File: config.mk
export PLATFORM = sky130hd
export DESIGN_NAME = frame_strobe_sequencer
export DESIGN_NICKNAME = d
export VERILOG_FILES = /design/src/rtl/frame_strobe_sequencer.sv
export SDC_FILE = /design/constraint.sdc
export NUM_CORES = 1
export LEC_CHECK = 0
export CAP_MARGIN = 25
export CELL_PAD_IN_SITES_DETAIL_PLACEMENT = 1
export CELL_PAD_IN_SITES_GLOBAL_PLACEMENT = 1
export CORE_ASPECT_RATIO = 0.75
export CORE_MARGIN = 2
export CORE_UTILIZATION = 33
export DETAILED_ROUTE_END_ITERATION = 8
export PLACE_DENSITY = 0.9
export SETUP_SLACK_MARGIN = 0.5
export SYNTH_ARGS = -nofsm -noshare
export SYNTH_HDL_FRONTEND = slang
export SYNTH_SLANG_ARGS = --single-unit
File: constraint.sdc
create_clock -name CLK -period 2 [get_ports CLK]
set_input_delay 0.2 -clock CLK [delete_from_list [all_inputs] [get_ports CLK]]
set_output_delay 0.2 -clock CLK [all_outputs]
set_load 0.1 [all_outputs]
File: src/rtl/frame_strobe_sequencer.sv
// ==== frame_strobe_sequencer : stream of frame words -> FrameData + one-hot FrameStrobe column writer ====
// ==== rev 1.0                                                                                             ====
`default_nettype none

module frame_strobe_sequencer #(
  parameter int FrameBitsPerRow = 32,
  parameter int MaxFramesPerCol = 20,
  localparam int IdxW = (MaxFramesPerCol > 1) ? $clog2(MaxFramesPerCol) : 1
) (
  input  logic                       CLK,
  input  logic                       resetn,
  input  logic                       start,
  input  logic                       abort,
  input  logic [FrameBitsPerRow-1:0] cfg_data,
  input  logic                       cfg_valid,
  output logic                       cfg_ready,
  output logic [FrameBitsPerRow-1:0] FrameData,
  output logic [MaxFramesPerCol-1:0] FrameStrobe,
  output logic [IdxW-1:0]            frame_idx,
  output logic                       busy,
  output logic                       done
);

  typedef enum logic [2:0] {
    ST_IDLE      = 3'd0,
    ST_WAIT_WORD = 3'd1,
    ST_SETUP     = 3'd2,
    ST_STROBE    = 3'd3,
    ST_HOLD      = 3'd4
  } state_t;

  localparam logic [IdxW-1:0]            LastIdx   = IdxW'(MaxFramesPerCol - 1);
  localparam logic [MaxFramesPerCol-1:0] StrobeOne = MaxFramesPerCol'(1);

  state_t                       state;
  state_t                       state_nxt;
  logic [FrameBitsPerRow-1:0]   data_nxt;
  logic [MaxFramesPerCol-1:0]   strobe_nxt;
  logic [IdxW-1:0]              idx_nxt;
  logic                         done_nxt;

  // abort gates the handshake so a word offered in the abort cycle is never consumed
  assign cfg_ready = (state == ST_WAIT_WORD) && !abort;
  assign busy      = (state != ST_IDLE);

  always_comb begin
    state_nxt  = state;
    data_nxt   = FrameData;
    strobe_nxt = '0;
    idx_nxt    = frame_idx;
    done_nxt   = 1'b0;

    case (state)
      ST_IDLE: begin
        if (start && !abort) begin
          state_nxt = ST_WAIT_WORD;
          idx_nxt   = '0;
        end
      end
      ST_WAIT_WORD: begin
        if (cfg_valid && cfg_ready) begin
          data_nxt  = cfg_data;
          state_nxt = ST_SETUP;
        end
      end
      ST_SETUP: begin
        state_nxt  = ST_STROBE;
        strobe_nxt = StrobeOne << frame_idx;
      end
      ST_STROBE: begin
        state_nxt = ST_HOLD;
      end
      ST_HOLD: begin
        if (frame_idx == LastIdx) begin
          state_nxt = ST_IDLE;
          done_nxt  = 1'b1;
        end else begin
          idx_nxt   = frame_idx + IdxW'(1);
          state_nxt = ST_WAIT_WORD;
        end
      end
      default: begin
        state_nxt = ST_IDLE;
      end
    endcase

    if (abort && (state != ST_IDLE)) begin
      state_nxt  = ST_IDLE;
      strobe_nxt = '0;
      idx_nxt    = '0;
      done_nxt   = 1'b0;
    end
  end

  always_ff @(posedge CLK or negedge resetn) begin
    if (!resetn) begin
      state       <= ST_IDLE;
      FrameData   <= '0;
      FrameStrobe <= '0;
      frame_idx   <= '0;
      done        <= 1'b0;
    end else begin
      state       <= state_nxt;
      FrameData   <= data_nxt;
      FrameStrobe <= strobe_nxt;
      frame_idx   <= idx_nxt;
      done        <= done_nxt;
    end
  end

endmodule

`default_nettype wire

---- Yosys cells after proc, flatten, opt, wreduce, memory -nomap -nowiden ----
Index checks and enable logic that the tools add are counted.
Widths: inputs -> output; s select.
operators by class
  add/sub/neg operators ................... 1
  equal/unequal tests ..................... 8
  shift operators ......................... 1
  mux-type cells .......................... 14
  reductions and logical operators ........ 11
operators with widths
  kind                  count
  $mux 20               2
  $shl 1x5->20 const A  1
  $mux 5                3
  $pmux 3 s5            1
  $pmux 5 s2            1
  $mux 3                3
  $eq 3x2->1 const B    2
  $ne 3x3->1 const B    2
  $reduce_bool 3->1     2
  $add 5x1->5 const B   1
  $eq 5x5->1 const B    1
  $logic_and 1x1->1     4
  $mux 1                4
  $reduce_and 2->1      2
  $eq 3x1->1 const B    1
  $eq 3x3->1 const B    1
  $logic_not 3->1       1
  $ne 3x1->1 const B    1
  $reduce_and 3->1      1
  $logic_not 1->1       1
word-level totals
  register bits ........................... 61
  output and inout bits ................... 60
  word-level logic and storage cells ...... 40

---- Depth between registers and ports, before layout ----
  word-level depth ........................ 6
  depth in mapped cells ................... 5
  mapped depth without buffers ............ 5

---- Worst setup path after synthesis ----
No wires, ideal clock.
  path kind ............................... flip-flop to flip-flop
  start ................................... reg state[1]
  end ..................................... reg FrameData[10]
  library setup time ...................... 0.126 ns
  arrival time ............................ 2.388 ns
  data required time ...................... 1.874 ns
  setup slack ............................. -0.514 ns
  cell stages (with the launch flop) ...... 5
  cells stage by stage .................... dfrtp_1 -> nor4b_4 -> nand2_1 -> buf_2 -> mux2_2
between the ends
  longest elaborated chain between the ends .. 4
RTL lines
  what                               line  RTL
  start: declaration                 35    state_t state;
  start signal: assignment           103   state <= state_nxt;
  $eq 3x1->1                         43    assign cfg_ready = (state == ST_WAIT_WORD) && !abort;
  $logic_and 1x1->1                  43
  named net cfg_ready                16    output logic cfg_ready,
  $logic_and 1x1->1                  61    if (cfg_valid && cfg_ready) begin
  $reduce_and 2->1 (no source line)  -
  end signal: assignment             104   FrameData <= data_nxt;
  end: declaration                   17    output logic [FrameBitsPerRow-1:0] FrameData,
The timed path passes the listed nets, and every way through them passes these cells.
A chain may end at the register's enable or synchronous reset.

---- Worst setup path after layout ----
  start ................................... reg state[0]
  end ..................................... reg FrameStrobe[19]
between the ends
  longest elaborated chain between the ends .. 3
  elaborated cells between the ends (all ways) .. 5
RTL lines
  what                                             line    RTL
  $eq 3x2->1 or $reduce_bool 3->1 (tied branches)  53, 87
  $mux 20 or $logic_and 1x1->1 (tied branches)     53, 87
  $mux 20 (*)                                      87      if (abort && (state != ST_IDLE)) begin
  named net strobe_nxt[19]                         38      logic [MaxFramesPerCol-1:0] strobe_nxt;
  end signal: assignment                           105     FrameStrobe <= strobe_nxt;
  end: declaration                                 18      output logic [MaxFramesPerCol-1:0] FrameStrobe,
The timed path passes the listed nets; every way through them passes the cells marked *.

==> run_results.csv <==
group,metric,value,unit
worst_setup_path,crit_fanout,4,
cts,clockBufferDepth,2,
worst_setup_path,worstSetupPathType,"flip-flop to flip-flop",
place,place_inst,383,
die,die_height,78.52,um
power,power_leakage,1.831,nW
yosys,synth.area.top_cells,"dfrtp_1 62%, mux2_2 15%, nor2_1 3.2%",
place,placed_cell_area,3477,sq um
die,dieWidth,103.4,um
timing,fin_tns_setup,0,ps
finish,final_cell_mix,"71 x buf_4, 54 x dfrtp_1, 34 x clkdlybuf4s50_1, 32 x mux2_2, 11 x nor2_1",
yosys,synthCells,186,
die,num_rows,27,
die,initial_core_util,33.64,%
yosys,yosys.area.top_type,"dfrtp_1",
die,die_area,8116,sq um
finish,drive_above_1_share,54.34,%
timing,setup_viol,0,
power,irDropWorstVdd,954.3,uV
timing,fin_crit_sh,83.98,%
timing,relSlewSlack,76.12,%
cts,clk_pin_slew_worst_paths,70,ps
finish,syn2layout_area_growth,61.75,%
routing,wl_per_cell,17.33,um
finish,fin_cells,412,
timing,fmax,0.5954,GHz
routing,drt-total-wl,7.139,mm
yosys,synth_seq_area_share,62.47,%
status,outcome,"finished clean",
yosys,syn_nets,229,
worst_setup_path,crit_path_end_kind,"flip-flop",
yosys,synth-main-ff-cell,"dfrtp_1",
timing,finalClockSkew,6.133,ps
job,maxCapViolations,0,
yosys,yosysWarnings,0,
worst_setup_path,worstReg2RegStart,"state[0]",
power,powerDensity,1443,nW/um^2
timing,layout_min_cycle_time,1680,ps
finish,final_common_cell,"buf_4",
die,ioPinCount,97,
timing,tightest_slew,358.2,ps
yosys,avgSynthCellArea,13.14,sq um
global_routing,grt_antenna_before_repair,0,
yosys,netlist-cell-type-count,34,
global_routing,grt_pass1_wl,10.16,mm
yosys,async_flop_share,100.0,%
timing,rsz0062_at_grt,"true",
die,core,7263,sq um
global_routing,gr-total-overflow,0,
routing,via_per_inst,4.612,
worst_setup_path,worstPathArrival,1940,ps
cts,clock_sinks,61,
timing,hold_viol,0,
global_routing,grtUsageTotal,16.55,%
global_routing,grt_pass1_vias,2007,
finish,design_area,3953,sq um
yosys,synth-edff-count,0,
cts,htreeDepth,3,
worst_setup_path,required,2260,ps
timing,holdWs,311.2,ps
power,power,5.702,mW
yosys,synthesis.area,2444,sq um
finish,num_antenna_cells,0,
yosys,synth_seq_cells,61,
finish,fin_nets,349,
cts,cts-root-buf,"clkbuf_8",
cts,clk_latency,330,ps
place,dpl.hpwl,4.710,mm
cts,cts_tree,"done",
cts,numCtsBuffers,9,
global_routing,grt_start_max_net_pins,33,
min_path,hp-class,"input pin to async pin",
place,gp_congestion,0.7378,
timing,slew_viol_final,0,
place,portBuffers,96,
routing,vias,1900,
routing,antenna_left,0,
worst_setup_path,start_kind,"flip-flop",
yosys,synth_top_area_share,62.47,%
routing,drc,0,
routing,drtIter0Drc,26,
worst_setup_path,cp-startpoint,"state[0]",
routing,drt_first_pass_iters,4,
[timing repair]
action | 4_1_cts | 5_1_grt
buffers inserted | 6 | 3
gates resized for setup | 16 | 23
setup endpoints to repair | 57 | 56
hold buffers | 1 | 0
pin swaps | 7 | 5
cloned | 0 | 3
endpoints found under the hold margin | 12 | 0
[Yosys cell counts, types with 2 or more instances]
library cell and instances:
o21ai_0 5, mux2_2 33, buf_2 3, nand2b_1 2
nand3_1 3, nor3_1 6, nand2_1 9, nor2b_1 2
nor2_1 21, ha_1 6, clkbuf_1 4, inv_1 10
dfrtp_1 61
[state kept, by name, summed over array words and instances (netlist names)]
signal,count
frame_idx,5
done,1
FrameStrobe,20
state,3
FrameData,32
[kinds of logic after synthesis]
kind of cell               share of synthesized area, %
adders and majority gates                         3.072
AOI/OAI and AO/OA                                 3.482
buffers and inverters                             3.533
muxes                                             15.21
xor gates and xnor gates                         0.3585
and+or+nand+nor                                   11.88
DFF                                               62.47
[metal layers]
layer,wire (um),track usage (%),up-vias
li1,-,-,872
met1,3073,20.82,954
met2,3602,27.16,59
met3,322,5.076,15
met4,141,5.132,0
met5,0,0,-
[critical path, stage by stage (launching register included)]
cell and delay [ps]:
dfrtp_2 430, buf_6 120, or4b_4 530, or3b_4 420, nor2_1 110
[report_power, final]
| part | switching, mW | total [mW] | internal [mW] |
|---|---|---|---|
| sequential | 0.146 | 1.64 | 1.50 |
| combinational | 2.29 | 2.98 | 0.690 |
| clock | 0.499 | 1.08 | 0.581 |
| total | 2.94 | 5.70 | 2.77 |
[worst paths after layout]
kind / endpoint / slack, ps / cells after the start
max in group asynchronous: FrameStrobe[8] / 1020 / 3
min reg2reg: FrameData[18] / 510 / 1
min in group CLK: state[2] / 440 / 3
min: FrameStrobe[15] / 310 / 2
max: FrameStrobe[19] / 320 / 4
max reg2reg: FrameStrobe[19] / 320 / 4
[area by class of cell]
class                           count  area, sq um
Clock buffer                        9        123.9
Tap cell                          101        126.4
Sequential cell                    61         1545
Timing Repair Buffer              118         1071
Fill cell                         774         3311
Clock inverter                      7        73.82
Inverter                           10        37.54
Multi-Input combinational cell    106        974.7
[stage by stage]
| stage | util [%] | setup slack (ps) |
|---|---|---|
| finish | 54.42 | 320.4 |
| floorplan | - | -370.8 |
| detailed placement | 47.87 | 40.41 |
| CTS | 52.11 | 309.1 |
| global route | 54.42 | 271.7 |
| global placement | 47.87 | 155.5 |
No activity file was read; power rests on OpenSTA's default activity.
